### src/rtl/motor_model_sto_pkg.sv
// motor_model_sto_pkg
//   Shared types and constants for the safe-torque-off sequencer.
//   - sto_state_e : sequencer state encoding (also driven out on o_state)
//   - SRC_*       : bit index of each stop requester in the request vectors
//   - N_SRC       : number of dual-channel stop requesters
//   - max_int     : helper used to size the shared delay counter
package motor_model_sto_pkg;

  typedef enum logic [1:0] {
    RUN      = 2'd0,
    GATE_OFF = 2'd1,
    STOPPED  = 2'd2,
    RELEASE  = 2'd3
  } sto_state_e;

  localparam int SRC_ESL  = 0;
  localparam int SRC_FPGA = 1;
  localparam int SRC_HPS  = 2;
  localparam int N_SRC    = 3;

  function automatic int max_int(input int a, input int b);
    if (a > b) begin
      return a;
    end else begin
      return b;
    end
  endfunction

endpackage

### src/rtl/motor_model_sto_sync.sv
// motor_model_sto_sync
//   Parameterised-width two-flop synchroniser for asynchronous stop request
//   channels. The reset value is a parameter so each channel can reset to its
//   own "no request" level (0 for the positive channel, 1 for the negative).
// Ports:
//   clk  in   1  destination clock
//   rst  in   1  synchronous, active-high reset
//   d    in   W  asynchronous input vector
//   q    out  W  synchronised output vector
module motor_model_sto_sync
  import motor_model_sto_pkg::*;
#(
  parameter int           W       = 1,
  parameter logic [W-1:0] RST_VAL = {W{1'b0}}
) (
  input  logic         clk,
  input  logic         rst,
  input  logic [W-1:0] d,
  output logic [W-1:0] q
);

  logic [W-1:0] meta_r;
  logic [W-1:0] sync_r;

  // Two back-to-back capture stages to resolve metastability.
  always_ff @(posedge clk) begin
    if (rst) begin
      meta_r <= RST_VAL;
      sync_r <= RST_VAL;
    end else begin
      meta_r <= d;
      sync_r <= meta_r;
    end
  end

  assign q = sync_r;

endmodule

### src/rtl/motor_model_sto_sequencer.sv
// motor_model_sto_sequencer
//   Safe-torque-off sequencer between the drive PWM gates and the motor model
//   powerdown/gate conduit. Three dual-channel stop requesters (ESL, FPGA, HPS)
//   are merged into one stop decision. On stop the gates are forced off, and
//   after P_OFF_DELAY+1 cycles powerdown is asserted. Restart requires a re-arm
//   pulse while no stop is present; powerdown is then released and after
//   P_ON_DELAY+1 cycles the gates follow the PWM again.
// Optional feature: define MOTOR_MODEL_STO_DISCREPANCY_EN to enable per-source
//   p/n discrepancy monitoring (sticky o_fault after P_DISC_CYC inconsistent
//   cycles). Without it o_fault is tied to zero.
// Ports:
//   clk            in   1  system clock
//   rst            in   1  synchronous, active-high reset
//   i_req_p        in   3  stop request, positive channel (async)
//   i_req_n        in   3  stop request, complementary channel (async)
//   i_rearm        in   1  single-cycle re-arm pulse
//   i_gates        in   6  PWM gates {w_l,v_l,u_l,w_h,v_h,u_h}
//   o_gates        out  6  gated PWM to motor model
//   o_powerdown_p  out  1  powerdown, active high
//   o_powerdown_n  out  1  powerdown, active low
//   o_state        out  2  current state (sto_state_e)
//   o_cause        out  3  mask of sources that caused the last stop
//   o_fault        out  3  latched discrepancy fault per source
//   o_rearm_ack    out  1  one-cycle pulse on accepted re-arm
module motor_model_sto_sequencer
  import motor_model_sto_pkg::*;
#(
  parameter int P_OFF_DELAY = 16,
  parameter int P_ON_DELAY  = 16,
  parameter int P_DISC_CYC  = 64
) (
  input  logic             clk,
  input  logic             rst,
  input  logic [N_SRC-1:0] i_req_p,
  input  logic [N_SRC-1:0] i_req_n,
  input  logic             i_rearm,
  input  logic [5:0]       i_gates,
  output logic [5:0]       o_gates,
  output logic             o_powerdown_p,
  output logic             o_powerdown_n,
  output logic [1:0]       o_state,
  output logic [N_SRC-1:0] o_cause,
  output logic [N_SRC-1:0] o_fault,
  output logic             o_rearm_ack
);

  localparam int CW = $clog2(max_int(P_OFF_DELAY, P_ON_DELAY) + 1);

  logic [N_SRC-1:0] sync_p_s;
  logic [N_SRC-1:0] sync_n_s;
  logic [N_SRC-1:0] req_s;
  logic [N_SRC-1:0] fault_s;
  logic             stop_s;
  logic             rearm_ok_s;

  sto_state_e       state_r;
  sto_state_e       state_nx_s;
  logic [CW-1:0]    cnt_r;
  logic [CW-1:0]    cnt_nx_s;
  logic [N_SRC-1:0] cause_r;
  logic [N_SRC-1:0] cause_nx_s;
  logic             ack_r;
  logic             pd_p_r;
  logic             pd_n_r;

  motor_model_sto_sync #(
    .W       (N_SRC),
    .RST_VAL ({N_SRC{1'b0}})
  ) u_sync_p (
    .clk (clk),
    .rst (rst),
    .d   (i_req_p),
    .q   (sync_p_s)
  );

  motor_model_sto_sync #(
    .W       (N_SRC),
    .RST_VAL ({N_SRC{1'b1}})
  ) u_sync_n (
    .clk (clk),
    .rst (rst),
    .d   (i_req_n),
    .q   (sync_n_s)
  );

  // Either channel alone is enough to request stop (fail-safe OR).
  assign req_s  = sync_p_s | ~sync_n_s;
  assign stop_s = (|req_s) | (|fault_s);

  // No request means every pair is consistent, so any latched fault is
  // cleared by this very re-arm and stop is absent after clearing.
  assign rearm_ok_s = (state_r == STOPPED) && i_rearm && !(|req_s);

`ifdef MOTOR_MODEL_STO_DISCREPANCY_EN
  localparam int DCW = $clog2(P_DISC_CYC + 1);

  logic [DCW-1:0]   disc_cnt_r [N_SRC];
  logic [N_SRC-1:0] fault_r;

  // Per-source discrepancy timers and sticky fault flags.
  always_ff @(posedge clk) begin
    if (rst) begin
      for (int i = 0; i < N_SRC; i++) begin
        disc_cnt_r[i] <= {DCW{1'b0}};
      end
      fault_r <= {N_SRC{1'b0}};
    end else begin
      for (int i = 0; i < N_SRC; i++) begin
        if (sync_p_s[i] == sync_n_s[i]) begin
          if (disc_cnt_r[i] < DCW'(P_DISC_CYC)) begin
            disc_cnt_r[i] <= disc_cnt_r[i] + DCW'(1);
          end else begin
            disc_cnt_r[i] <= disc_cnt_r[i];
          end
        end else begin
          disc_cnt_r[i] <= {DCW{1'b0}};
        end
        if (rearm_ok_s) begin
          fault_r[i] <= 1'b0;
        end else if (disc_cnt_r[i] == DCW'(P_DISC_CYC)) begin
          fault_r[i] <= 1'b1;
        end else begin
          fault_r[i] <= fault_r[i];
        end
      end
    end
  end

  assign fault_s = fault_r;
`else
  assign fault_s = {N_SRC{1'b0}};
`endif

  // Next-state, delay counter and cause/ack decode.
  always_comb begin
    state_nx_s = state_r;
    cnt_nx_s   = cnt_r;
    cause_nx_s = cause_r;
    case (state_r)
      RUN: begin
        if (stop_s) begin
          state_nx_s = GATE_OFF;
          cnt_nx_s   = CW'(P_OFF_DELAY);
          cause_nx_s = req_s | fault_s;
        end else begin
          state_nx_s = RUN;
        end
      end
      GATE_OFF: begin
        if (cnt_r == {CW{1'b0}}) begin
          state_nx_s = STOPPED;
        end else begin
          cnt_nx_s = cnt_r - CW'(1);
        end
      end
      STOPPED: begin
        if (rearm_ok_s) begin
          state_nx_s = RELEASE;
          cnt_nx_s   = CW'(P_ON_DELAY);
          cause_nx_s = {N_SRC{1'b0}};
        end else begin
          state_nx_s = STOPPED;
        end
      end
      RELEASE: begin
        if (stop_s) begin
          state_nx_s = GATE_OFF;
          cnt_nx_s   = CW'(P_OFF_DELAY);
          cause_nx_s = req_s | fault_s;
        end else if (cnt_r == {CW{1'b0}}) begin
          state_nx_s = RUN;
        end else begin
          cnt_nx_s = cnt_r - CW'(1);
        end
      end
      default: begin
        state_nx_s = STOPPED;
        cnt_nx_s   = {CW{1'b0}};
      end
    endcase
  end

  // State register plus registered powerdown, cause and ack outputs.
  always_ff @(posedge clk) begin
    if (rst) begin
      state_r <= STOPPED;
      cnt_r   <= {CW{1'b0}};
      cause_r <= {N_SRC{1'b0}};
      ack_r   <= 1'b0;
      pd_p_r  <= 1'b1;
      pd_n_r  <= 1'b0;
    end else begin
      state_r <= state_nx_s;
      cnt_r   <= cnt_nx_s;
      cause_r <= cause_nx_s;
      ack_r   <= rearm_ok_s;
      pd_p_r  <= (state_nx_s == STOPPED);
      pd_n_r  <= (state_nx_s != STOPPED);
    end
  end

  // Gates pass straight through in RUN so the PWM path sees no extra latency.
  assign o_gates       = (state_r == RUN) ? i_gates : 6'b000000;
  assign o_powerdown_p = pd_p_r;
  assign o_powerdown_n = pd_n_r;
  assign o_state       = state_r;
  assign o_cause       = cause_r;
  assign o_fault       = fault_s;
  assign o_rearm_ack   = ack_r;

endmodule

### config.mk
export PLATFORM = sky130hd
export DESIGN_NAME = motor_model_sto_sequencer
export DESIGN_NICKNAME = d
export VERILOG_FILES = /design/src/rtl/motor_model_sto_pkg.sv /design/src/rtl/motor_model_sto_sync.sv /design/src/rtl/motor_model_sto_sequencer.sv
export SDC_FILE = /design/constraint.sdc
export NUM_CORES = 1
export LEC_CHECK = 0
export CAP_MARGIN = 0
export CORE_UTILIZATION = 53
export CTS_BUF_LIST = sky130_fd_sc_hd__clkbuf_8
export DETAILED_ROUTE_END_ITERATION = 7
export PLACE_DENSITY = 0.86
export SLEW_MARGIN = 5
export SYNTH_ARGS = -nofsm -noshare
export SYNTH_HDL_FRONTEND = slang
export SYNTH_SLANG_ARGS = --single-unit
### constraint.sdc
create_clock -name clk -period 5.4 [get_ports clk]
set_input_delay 1.08 -clock clk [delete_from_list [all_inputs] [get_ports clk]]
set_output_delay 1.08 -clock clk [all_outputs]
set_load 0.01 [all_outputs]
Word-level counts from Yosys, hierarchy flattened
Cells that the tools add are included.
{"block": "totals", "regBits": 25, "in_bits": 15, "out_inout_bits": 17, "elab_cells": 46}
{"block": "classes", "eq_ne": 8, "addsub": 1, "bitwise": 2, "reduce_logical": 10, "muxes": 15}
{"op": "$mux W5", "count": 4}
{"op": "$pmux W5 S4", "count": 1}
{"op": "$pmux W2 S4", "count": 1}
{"op": "$eq A2 B2 Y1 const B", "count": 3}
{"op": "$mux W2", "count": 3}
{"op": "$mux W3", "count": 2}
{"op": "$mux W6", "count": 1}
{"op": "$ne A2 B2 Y1 const B", "count": 3}
{"op": "$pmux W3 S2", "count": 1}
{"op": "$logic_not A5 Y1", "count": 1}
{"op": "$sub A5 B1 Y5 const B", "count": 1}
{"op": "$not A3 Y3", "count": 1}
{"op": "$or A3 B3 Y3", "count": 1}
{"op": "$reduce_and A3 Y1", "count": 1}
{"op": "$reduce_or A3 Y1", "count": 1}
{"op": "$eq A2 B1 Y1 const B", "count": 1}
{"op": "$logic_and A1 B1 Y1", "count": 2}
{"op": "$logic_not A2 Y1", "count": 1}
{"op": "$mux W1", "count": 2}
{"op": "$ne A2 B1 Y1 const B", "count": 1}
{"op": "$reduce_and A2 Y1", "count": 1}
{"op": "$reduce_bool A2 Y1", "count": 1}
{"op": "$reduce_or A2 Y1", "count": 1}
{"op": "$logic_not A1 Y1", "count": 1}

Depth between registers and ports, before layout
{"block": "depth", "depth_word": 8, "depth_mapped": 6, "depth_no_buf": 6}

By module
A second synthesis with hierarchy kept.
{"block": "unflattened", "cells_unflattened": 128, "hier_area_um2": 1186.1}
{"mod": "motor_model_sto_sequencer", "instances": 1, "seq_area_each_um2": 260.2, "area_per_inst_um2": 870.8, "cells_each": 104}
{"mod": "motor_model_sto_sync", "instances": 2, "seq_area_each_um2": 120.1, "area_per_inst_um2": 157.7, "cells_each": 12}

Worst setup path before layout
OpenSTA, ideal clock, no wires.
{"block": "synth_timing", "path_kind": "input to output", "startpoint": "input i_gates[0]", "endpoint": "output o_gates[0]", "path_stages": 1, "t_required_ns": 4.320, "slack_ns": 3.075, "t_arrival_ns": 1.245, "n_path_buf": 0, "path_cell_list": "and2_1"}
{"block": "synth_via", "elab_chain_len": 1}
{"element": "start, declared", "line_no": "motor_model_sto_sequencer.sv:37", "text": "input logic [5:0] i_gates,"}
{"element": "$mux W6", "line_no": "motor_model_sto_sequencer.sv:203", "text": "assign o_gates = (state_r == RUN) ? i_gates : 6'b000000;"}
{"element": "end, declared", "line_no": "motor_model_sto_sequencer.sv:38", "text": "output logic [5:0] o_gates,"}
Every way passes these cells.

Final worst setup path
{"block": "layout_timing", "startpoint": "input i_gates[3]", "endpoint": "output o_gates[3]"}
The elaborated chain is that of the path after synthesis.

==> results.ini <==
[clocking]
clock-sinks = 25
tritoncts = built
cts_resized = 0
clk_pin_slew_ps = 90
holdBufCountCts = 0
cts_buffer_depth = 2
cts_made_buffers = 3
htreeDepth = 1
post_cts_buffers = 0
cts-root-buf = clkbuf_8
clock_latency_ps = 270

[route]
dr.pass1.iters = 4
ant_nets = 0
via_per_inst = 5.49
vias = 994
wire_per_inst_um = 12.5
drc = 0
wl_um = 2270
drt_iter0_drc = 23

[sta]
tns_ps = 0
finalMaxSlewViolations = 0
final.period_utilization_pct = 60.8
worst_pin_slew_ps = 804
setup_viol = 0
fin_crit_ps = 3280
hold_viol = 0
fmax_mhz = 305
relSlewSlack_pct = 46.3
rsz0062_at_grt = no
finClkSkew_ps = 6.32

[cells_and_area]
mostFrequentLayoutCell = clkdlybuf4s50_1
nets = 176
finalNonFillerCells = 181
drive_gt1_share_pct = 13.6
num_antenna_cells = 0
final_cell_mix = clkdlybuf4s50_1, dfxtp_1, or2_2
syn_to_final_growth_pct = 27.1

[power_and_ir_drop]
ir_drop_uv = 205
leakage_nw = 0.608
power_density_mw_per_mm2 = 325

[global_route]
grt_pass1_wl_um = 3970
grt_max_degree = 30
grt_pass1_vias = 949
antenna_found_initial = 0
grt_use_total_pct = 21.0
overflow = 0

[place]
port_buffers = 28
gp_congestion = 0.836
dpl.cell_count = 177
hpwl_um = 1710

[floorplan]
initial_core_util_pct = 59.0
die_y_um = 49.7
io_pins = 32
rows = 16
fp.dieArea_mm2 = 0.00247
coreArea_mm2 = 0.00204
die_w_um = 49.7

[yosys]
syn_area_mm2 = 0.00120
ys_async_sr_fraction_pct = 0
avgSynthCellArea_um2 = 9.49
ys_seq_area_share_pct = 41.5
yosysWarningCount = 0
synth-edff-count = 0
synth-seq-cells = 25
syn_inst = 127
yosysUniqueCellTypes = 38
ys.flop_type = dfxtp_1

[setup_path]
cp_max_fo = 1
worstSetupPathType = in2out
cp-start-kind = input pin
required_ps = 4320
end_kind = primary output
worstPathArrival_ps = 2200

[flow_run]
drv_cap = 0

[outcome]
status = complete, no violations

[min_path]
hp-class = reg2reg

==> layer usage <==
metal	vias up	part of all wire [%]	global-route usage, %
met5	-	0	0
met4	0	2.9	9.52
met3	9	8.3	4.01
met2	49	50	38.5
met1	444	39	23.0
li1	492	-	-
==> synth_stat cells, types with 2 or more instances <==
library cell / instances / share of area (%)
dfxtp_1: 25 / 42
a211oi_1: 4 / 2.5
o21ai_0: 3 / 1.2
nand2b_1: 6 / 3.1
inv_1: 7 / 2.2
nor3_1: 6 / 2.5
nand4bb_1: 2 / 1.9
o32ai_1: 2 / 1.5
nor2_1: 7 / 2.2
ha_1: 6 / 6.2
a31oi_1: 5 / 2.6
o22ai_1: 2 / 1.0
nand2_1: 3 / 0.93
or2_2: 9 / 4.7
a31o_2: 2 / 1.5
and2b_2: 2 / 1.5
and2_1: 6 / 3.1
buf_4: 4 / 2.5
nor2b_1: 7 / 3.6
==> sequential cells by signal, indices dropped and copies added (netlist names) <==
name / count
u_sync_p.q: 3
o_rearm_ack: 1
o_powerdown_p: 1
o_powerdown_n: 1
o_state: 2
u_sync_n.q: 3
u_sync_n.meta_r: 3
cnt_r: 5
o_cause: 3
u_sync_p.meta_r: 3
==> final cells by class <==
type / count / area, µm²
multi-input cells: 90 / 642
clock buffers: 3 / 41.3
clock inverters: 1 / 7.51
repair buffers: 28 / 280
flip-flops and latches: 25 / 500
well taps: 27 / 33.8
inverters: 7 / 26.3
fillers: 158 / 510
==> critical path, cell delays in order <==
cell	delay, ps
clkdlybuf4s50_1	470
and2_1	130
clkdlybuf4s50_1	530
==> power breakdown <==
group / internal (mW) / switching (mW) / total, mW
Clock: 0.0523 / 0.0573 / 0.110
Combinational: 0.0893 / 0.0862 / 0.176
Sequential: 0.201 / 0.0113 / 0.213
==> metrics by stage <==
stage	utilization [%]	cell area (µm²)	worst slack [ps]	hold WS [ps]	total power [mW]
2_1_floorplan	-	1210	3080	389	0.329
3_3_place_gp	72.6	1480	2130	391	0.383
3_5_place_dp	72.6	1480	2110	395	0.389
4_1_cts	75.0	1530	2110	417	0.501
5_1_grt	75.0	1530	2070	429	0.527
6_report	75.0	1530	2120	416	0.498
==> path summary, 6_finish.rpt <==
kind | startpoint | endpoint | slack [ps] | cells past startpoint
max | i_gates[3] | o_gates[3] | 2120 | 3
min | u_sync_n.meta_r[0] | u_sync_n.q[0] | 420 | 1
max reg2reg | o_state[0] | cnt_r[2] | 3420 | 6
min reg2reg | u_sync_n.meta_r[0] | u_sync_n.q[0] | 420 | 1
==> kinds of logic (layout without fill, tap and decap cells) <==
kind of cell	count (synthesis)	in the layout	synth area share [%]
AOI/OAI and AO/OA	24	24	14.4
adders and majority gates	6	6	6.23
buffers and inverters	14	39	5.81
DFF	25	25	41.5
muxes	1	1	0.831
other	1	3	0.311
and+or+nand+nor	56	56	30.8
Note: power is estimated with default switching activity, not from simulation.
